==> config.mk <==
export PLATFORM = sky130hd
export DESIGN_NAME = alu_seq
export DESIGN_NICKNAME = d
export VERILOG_FILES = /design/src/rtl/alu_seq.sv
export SDC_FILE = /design/constraint.sdc
export NUM_CORES = 1
export LEC_CHECK = 0
export BUFFER_PORTS_ARGS = -buffer_cell sky130_fd_sc_hd__buf_2
export CORE_MARGIN = 10
export CORE_UTILIZATION = 45
export DETAILED_ROUTE_END_ITERATION = 10
export PLACE_DENSITY = 0.72
export REMOVE_ABC_BUFFERS = 1
export SKIP_CTS_REPAIR_TIMING = 1
export SLEW_MARGIN = 20
export SYNTH_ARGS = -nofsm -noshare
export SYNTH_HDL_FRONTEND = slang
export SYNTH_SLANG_ARGS = --single-unit
==> constraint.sdc <==
create_clock -name clk -period 3.3 [get_ports clk]
set_input_delay 0.66 -clock clk [delete_from_list [all_inputs] [get_ports clk]]
set_output_delay 0.66 -clock clk [all_outputs]
set_load 0.005 [all_outputs]
==> src/rtl/alu_seq.sv <==
// rtl/alu_seq.sv - registered opcode ALU with valid/ready handshakes and a restoring divider
module alu_seq #(
  parameter int unsigned WIDTH = 16,
  parameter int unsigned MUL_K = 5,
  parameter int unsigned DIV_K = 10
) (
  input  logic             clk,
  input  logic             rst_n,
  input  logic             in_valid,
  output logic             in_ready,
  input  logic [WIDTH-1:0] a,
  input  logic [WIDTH-1:0] b,
  input  logic [3:0]       opcode,
  output logic             out_valid,
  input  logic             out_ready,
  output logic [WIDTH-1:0] result,
  output logic             ov,
  output logic             zero,
  output logic             err
);

  if (WIDTH < 4) begin : g_bad_width
    $error("alu_seq: WIDTH must be at least 4");
  end
  if (DIV_K == 0 || (64'(DIV_K) >> WIDTH) != 0) begin : g_bad_div_k
    $error("alu_seq: DIV_K must be nonzero and fit in WIDTH bits");
  end
  if ((64'(MUL_K) >> WIDTH) != 0) begin : g_bad_mul_k
    $error("alu_seq: MUL_K must fit in WIDTH bits");
  end

  localparam int unsigned            CW     = $clog2(WIDTH);
  localparam logic [2*WIDTH-1:0]     MUL_KW = (2*WIDTH)'(MUL_K);
  localparam logic [WIDTH:0]         DIV_KW = (WIDTH+1)'(DIV_K);
  localparam logic [WIDTH-1:0]       ONE    = {{(WIDTH-1){1'b0}}, 1'b1};

  typedef enum logic [1:0] {S_IDLE, S_DIV, S_OUT} state_t;

  state_t           state, state_nxt;
  logic             armed;
  logic             accept;
  logic [WIDTH-1:0] work;
  logic [WIDTH-1:0] rem;
  logic [CW-1:0]    cnt;
  logic             div_last;

  logic [WIDTH:0]     sum;
  logic [2*WIDTH-1:0] prod;
  logic [WIDTH-1:0]   alu_res;
  logic               alu_ov;
  logic               alu_err;

  logic [WIDTH:0]   trial;
  logic             q_bit;
  logic [WIDTH-1:0] rem_next;
  logic [WIDTH-1:0] work_next;

  // armed keeps in_ready low until the first edge after reset release
  always_comb begin
    state_nxt = state;
    in_ready  = 1'b0;
    out_valid = 1'b0;
    accept    = 1'b0;
    case (state)
      S_IDLE: begin
        in_ready = armed;
        accept   = in_valid && armed;
        if (accept) state_nxt = (opcode == 4'd3) ? S_DIV : S_OUT;
      end
      S_DIV: begin
        if (div_last) state_nxt = S_OUT;
      end
      S_OUT: begin
        out_valid = 1'b1;
        if (out_ready) state_nxt = S_IDLE;
      end
      default: state_nxt = S_IDLE;
    endcase
  end

  always_ff @(posedge clk or negedge rst_n) begin
    if (!rst_n) begin
      state <= S_IDLE;
      armed <= 1'b0;
    end else begin
      state <= state_nxt;
      armed <= 1'b1;
    end
  end

  always_comb begin
    sum     = {1'b0, a} + {1'b0, b};
    prod    = {{WIDTH{1'b0}}, a} * MUL_KW;
    alu_res = '0;
    alu_ov  = 1'b0;
    alu_err = 1'b0;
    case (opcode)
      4'd0: begin alu_res = sum[WIDTH-1:0]; alu_ov = sum[WIDTH]; end
      4'd1: begin alu_res = a - b; alu_ov = (a < b); end
      4'd2: begin alu_res = prod[WIDTH-1:0]; alu_ov = |prod[2*WIDTH-1:WIDTH]; end
      4'd3: begin alu_res = '0; end
      4'd4: begin alu_res = a + ONE; alu_ov = &a; end
      4'd5: begin alu_res = b - ONE; alu_ov = ~|b; end
      4'd6: alu_res = a & b;
      4'd7: alu_res = a ^ b;
      4'd8: alu_res = a | b;
      4'd9: alu_res = ~a;
      default: alu_err = 1'b1;
    endcase
  end

  // Quotient bits shift into the low end of work as dividend bits leave the top
  always_comb begin
    trial     = {rem, work[WIDTH-1]};
    q_bit     = (trial >= DIV_KW);
    rem_next  = q_bit ? WIDTH'(trial - DIV_KW) : trial[WIDTH-1:0];
    work_next = {work[WIDTH-2:0], q_bit};
    div_last  = (cnt == CW'(WIDTH-1));
  end

  always_ff @(posedge clk or negedge rst_n) begin
    if (!rst_n) begin
      result <= '0;
      ov     <= 1'b0;
      zero   <= 1'b0;
      err    <= 1'b0;
      work   <= '0;
      rem    <= '0;
      cnt    <= '0;
    end else begin
      case (state)
        S_IDLE: begin
          if (accept) begin
            if (opcode == 4'd3) begin
              work <= a;
              rem  <= '0;
              cnt  <= '0;
            end else begin
              result <= alu_res;
              ov     <= alu_ov;
              err    <= alu_err;
              zero   <= ~|alu_res;
            end
          end
        end
        S_DIV: begin
          work <= work_next;
          rem  <= rem_next;
          cnt  <= cnt + CW'(1);
          if (div_last) begin
            result <= work_next;
            ov     <= 1'b0;
            err    <= 1'b0;
            zero   <= ~|work_next;
          end
        end
        default: ;
      endcase
    end
  end

endmodule

==> results.yml <==
pwr:
  power.share.clock_pct: 23.6
  p_sw_share_pct: 38.1
  combPwrFrac_pct: 44.9
  p_total_mw: 3.96
  power_density_nw_per_um2: 420
  ir_worst_vdd_mv: 0.325
  pwr-share-seq_pct: 31.5
  leakagePower_nw: 4.45
  switching_power_mw: 1.51
  p_int_mw: 2.45
sta:
  finClkSkew_ns: 0.00498
  layout_min_cycle_time_ns: 3.31
  max_freq_mhz: 303
  hold_viol_final: 0
  drv_slew: 0
  period_share_pct: 100
  worstMarginPinSlew_ns: 0.756
  rsz0062_at_grt: "yes"
  hold_ws_ns: 0.474
  relSlewSlack_pct: 49.1
  fin_ws_ns: -0.00538
  finalSetupViolCount: 1
yosys:
  syn_avg_cell_area_um2: 7.84
  synth_seq_area_share_pct: 20.7
  synthArstFlopShare_pct: 100
  synth_warnings: 0
  synth_edf_count: 0
  synthesis.area_um2: 7020
  ys.flop_type: "dfrtp_1"
  synth_top_area_share_pct: 20.7
  ys_seq_elements: 58
  yosysUniqueCellTypes: 83
  syn_inst: 896
  yosysTopAreaCell: "dfrtp_1"
  synth_area_leaders: "dfrtp_1, ha_1, xnor2_1, nand2_1, inv_1"
final_layout:
  drive_gt1_share_pct: 30.2
  fillers: 1335
  layout_commonest_cell: "buf_4"
  final_cell_mix: "buf_4, nand2_1, ha_1"
  fin_area_um2: 9430
  syn_to_final_growth_pct: 34.3
  antenna_cells: 0
  fin_nets: 1216
  layout.cells.non_filler: 1308
  final_util_pct: 61.8
clock_network:
  clkLatencyLatePin_ns: 0.33
  cts_sinks: 58
  root_buffer: "clkbuf_16"
  cts_buffer_depth: 2
  path_clk_slew_ns: 0.05
  numCtsBuffers: 9
  cts_tree: "yes"
  cts_htree_levels: 3
floorplan:
  initial_core_util_pct: 46.0
  ios: 61
  dieArea_um2: 21000
  coreArea_um2: 15300
  die_h_um: 145
  num_rows: 45
  die_w_um: 145
global_routing:
  antenna_found_initial: 0
  grt_use_total_pct: 21.7
  grt_pass1_wl_um: 38300
  grt_pass1_vias: 7497
  gr-total-overflow: 0
  grt_max_degree: 59
route:
  vias: 7845
  post_drt_wl_per_cell_um: 18.8
  detail_route.vias_per_cell: 6.00
  drt_iter0_markers: 893
  dr.pass1.iters: 6
  drc: 0
  drt.antenna.violating_nets: 0
  routed_wl_um: 24600
status:
  violations: "setup timing"
  status: "finished, violations left"
placement:
  io_buffers: 60
  place_hpwl_um: 19200
  dp.cells: 1288
  dpl_cell_area_um2: 8690
  globalplace.congestion: 1.00
job:
  max_cap_viol_count: 0
worst_setup_path:
  critPathCaptureType: "flip-flop"
  startpoint: "a[1]"
  arrival_ns: 3.55
  start_kind: "input pin"
  path_buf_inv: 4
  r2r_start: "rem[6]"
  cp_top_family: "compound AO/OA/AOI/OAI gates"
  slowest_delay_ns: 0.40
  required_ns: 3.54
  critPathKind: "input pin to flip-flop"
  worstPathCellList: "buf_8, buf_6, buf_6, fa_2, a21o_1, a21o_1, a221oi_2, a21oi_1, a2111oi_2, buf_4, and3_4, and4_1, and4_1, nand4_1, o221ai_2"
  cpMaxStageDelayCell: "fa_2"
  path_max_fanout: 3
worst_hold_path:
  worstHoldStart: "err"
  hold_path.class: "flip-flop to flip-flop"
[path summary, 6_finish.rpt]
| check | to | slack [ns] | cells past startpoint |
|---|---|---|---|
| worst max-delay path | zero | -0.005 | 15 |
| worst max register to register | rem[10] | 0.57 | 10 |
| max in group asynchronous | result[15] | 2.35 | 2 |
| worst min-delay path | err | 0.47 | 2 |
| min in group asynchronous | result[1] | 0.48 | 2 |
| worst min register to register | err | 0.47 | 2 |
[cells in the mapped netlist (all sizes together) (3+ instances only)]
| library cell | instances |
|---|---|
| o21bai | 4 |
| dfrtp | 58 |
| nor2 | 65 |
| nor3b | 3 |
| nor4b | 4 |
| o41ai | 3 |
| a21o | 13 |
| o221ai | 21 |
| nor3 | 25 |
| a21oi | 55 |
| and3 | 9 |
| a222oi | 15 |
| nor4 | 15 |
| or4 | 6 |
| ha | 81 |
| a211oi | 17 |
| nand3b | 4 |
| and4 | 3 |
| nand2b | 12 |
| o31a | 3 |
| xnor2 | 40 |
| inv | 73 |
| o21ai | 60 |
| nor2b | 5 |
| o211ai | 6 |
| nand4 | 12 |
| and2 | 3 |
| a31oi | 8 |
| o21a | 4 |
| o31ai | 8 |
| nand3 | 17 |
| clkbuf | 32 |
| or3 | 5 |
| fa | 3 |
| nand2 | 92 |
| a221oi | 10 |
| o22ai | 12 |
| mux2i | 10 |
| a221o | 5 |
| a2111oi | 4 |
| buf | 23 |
| xor2 | 13 |
[flip-flops by register name, indices dropped and copies added, names as in the netlist]
name,count
ov,1
result,16
cnt,4
armed,1
state,2
work,16
zero,1
err,1
rem,16
[power by group through the flow]
stage                     sequential (mW)  combinational (mW)  clock (mW)
after floorplan                      1.17                1.00           0
after global placement               1.23                1.61           0
after detailed placement             1.24                1.65           0
after CTS                            1.24                1.66       0.938
after global routing                 1.29                1.96       0.972
final                                1.25                1.78       0.934
[kinds of logic after synthesis]
group / count (synthesis) / synth area share [%]
flip-flops: 58 / 20.7
buffers and inverters: 128 / 7.43
AO/OA/AOI/OAI: 271 / 27.3
AND/OR/NAND/NOR: 291 / 21.2
multiplexers: 10 / 1.43
adder cells (fa/ha/maj): 84 / 15.3
other: 1 / 0.0534
XOR/XNOR: 53 / 6.61
[layout make-up]
class	instances	area, um^2	share of cell area (%)
Clock buffer	14	264	2.80
Multi-Input combinational cell	710	5440	57.7
Timing Repair Buffer	240	1700	18.0
Sequential cell	58	1450	15.4
Inverter	73	277	2.93
Clock inverter	2	35.0	0.371
Tap cell	211	264	2.80
[metal layers]
metal  wire, um  share of wire, %  up-vias  global-route usage [%]
li1           -                 -     3678                       -
met5          0                 0        -                       0
met4        799               3.2        0                    7.81
met3       1920               7.8       62                    3.42
met1      10300                42     3751                    28.2
met2      11600                47      354                    35.5
[through the flow]
step                      TNS [ns]  setup WS [ns]
after floorplan            -0.0609        -0.0609
after global placement       -3.07         -0.511
after detailed placement     -3.14         -0.505
after CTS                   -0.509         -0.184
after global routing        -0.127        -0.0928
final                     -0.00538       -0.00538
[worst min-delay path, delay by kind of cell, from the launching register on]
kind / cells / cell delay [ns]
and+or+nand+nor: 2 / 0.10
DFF: 1 / 0.34
Note: power is estimated with default switching activity, not from simulation.
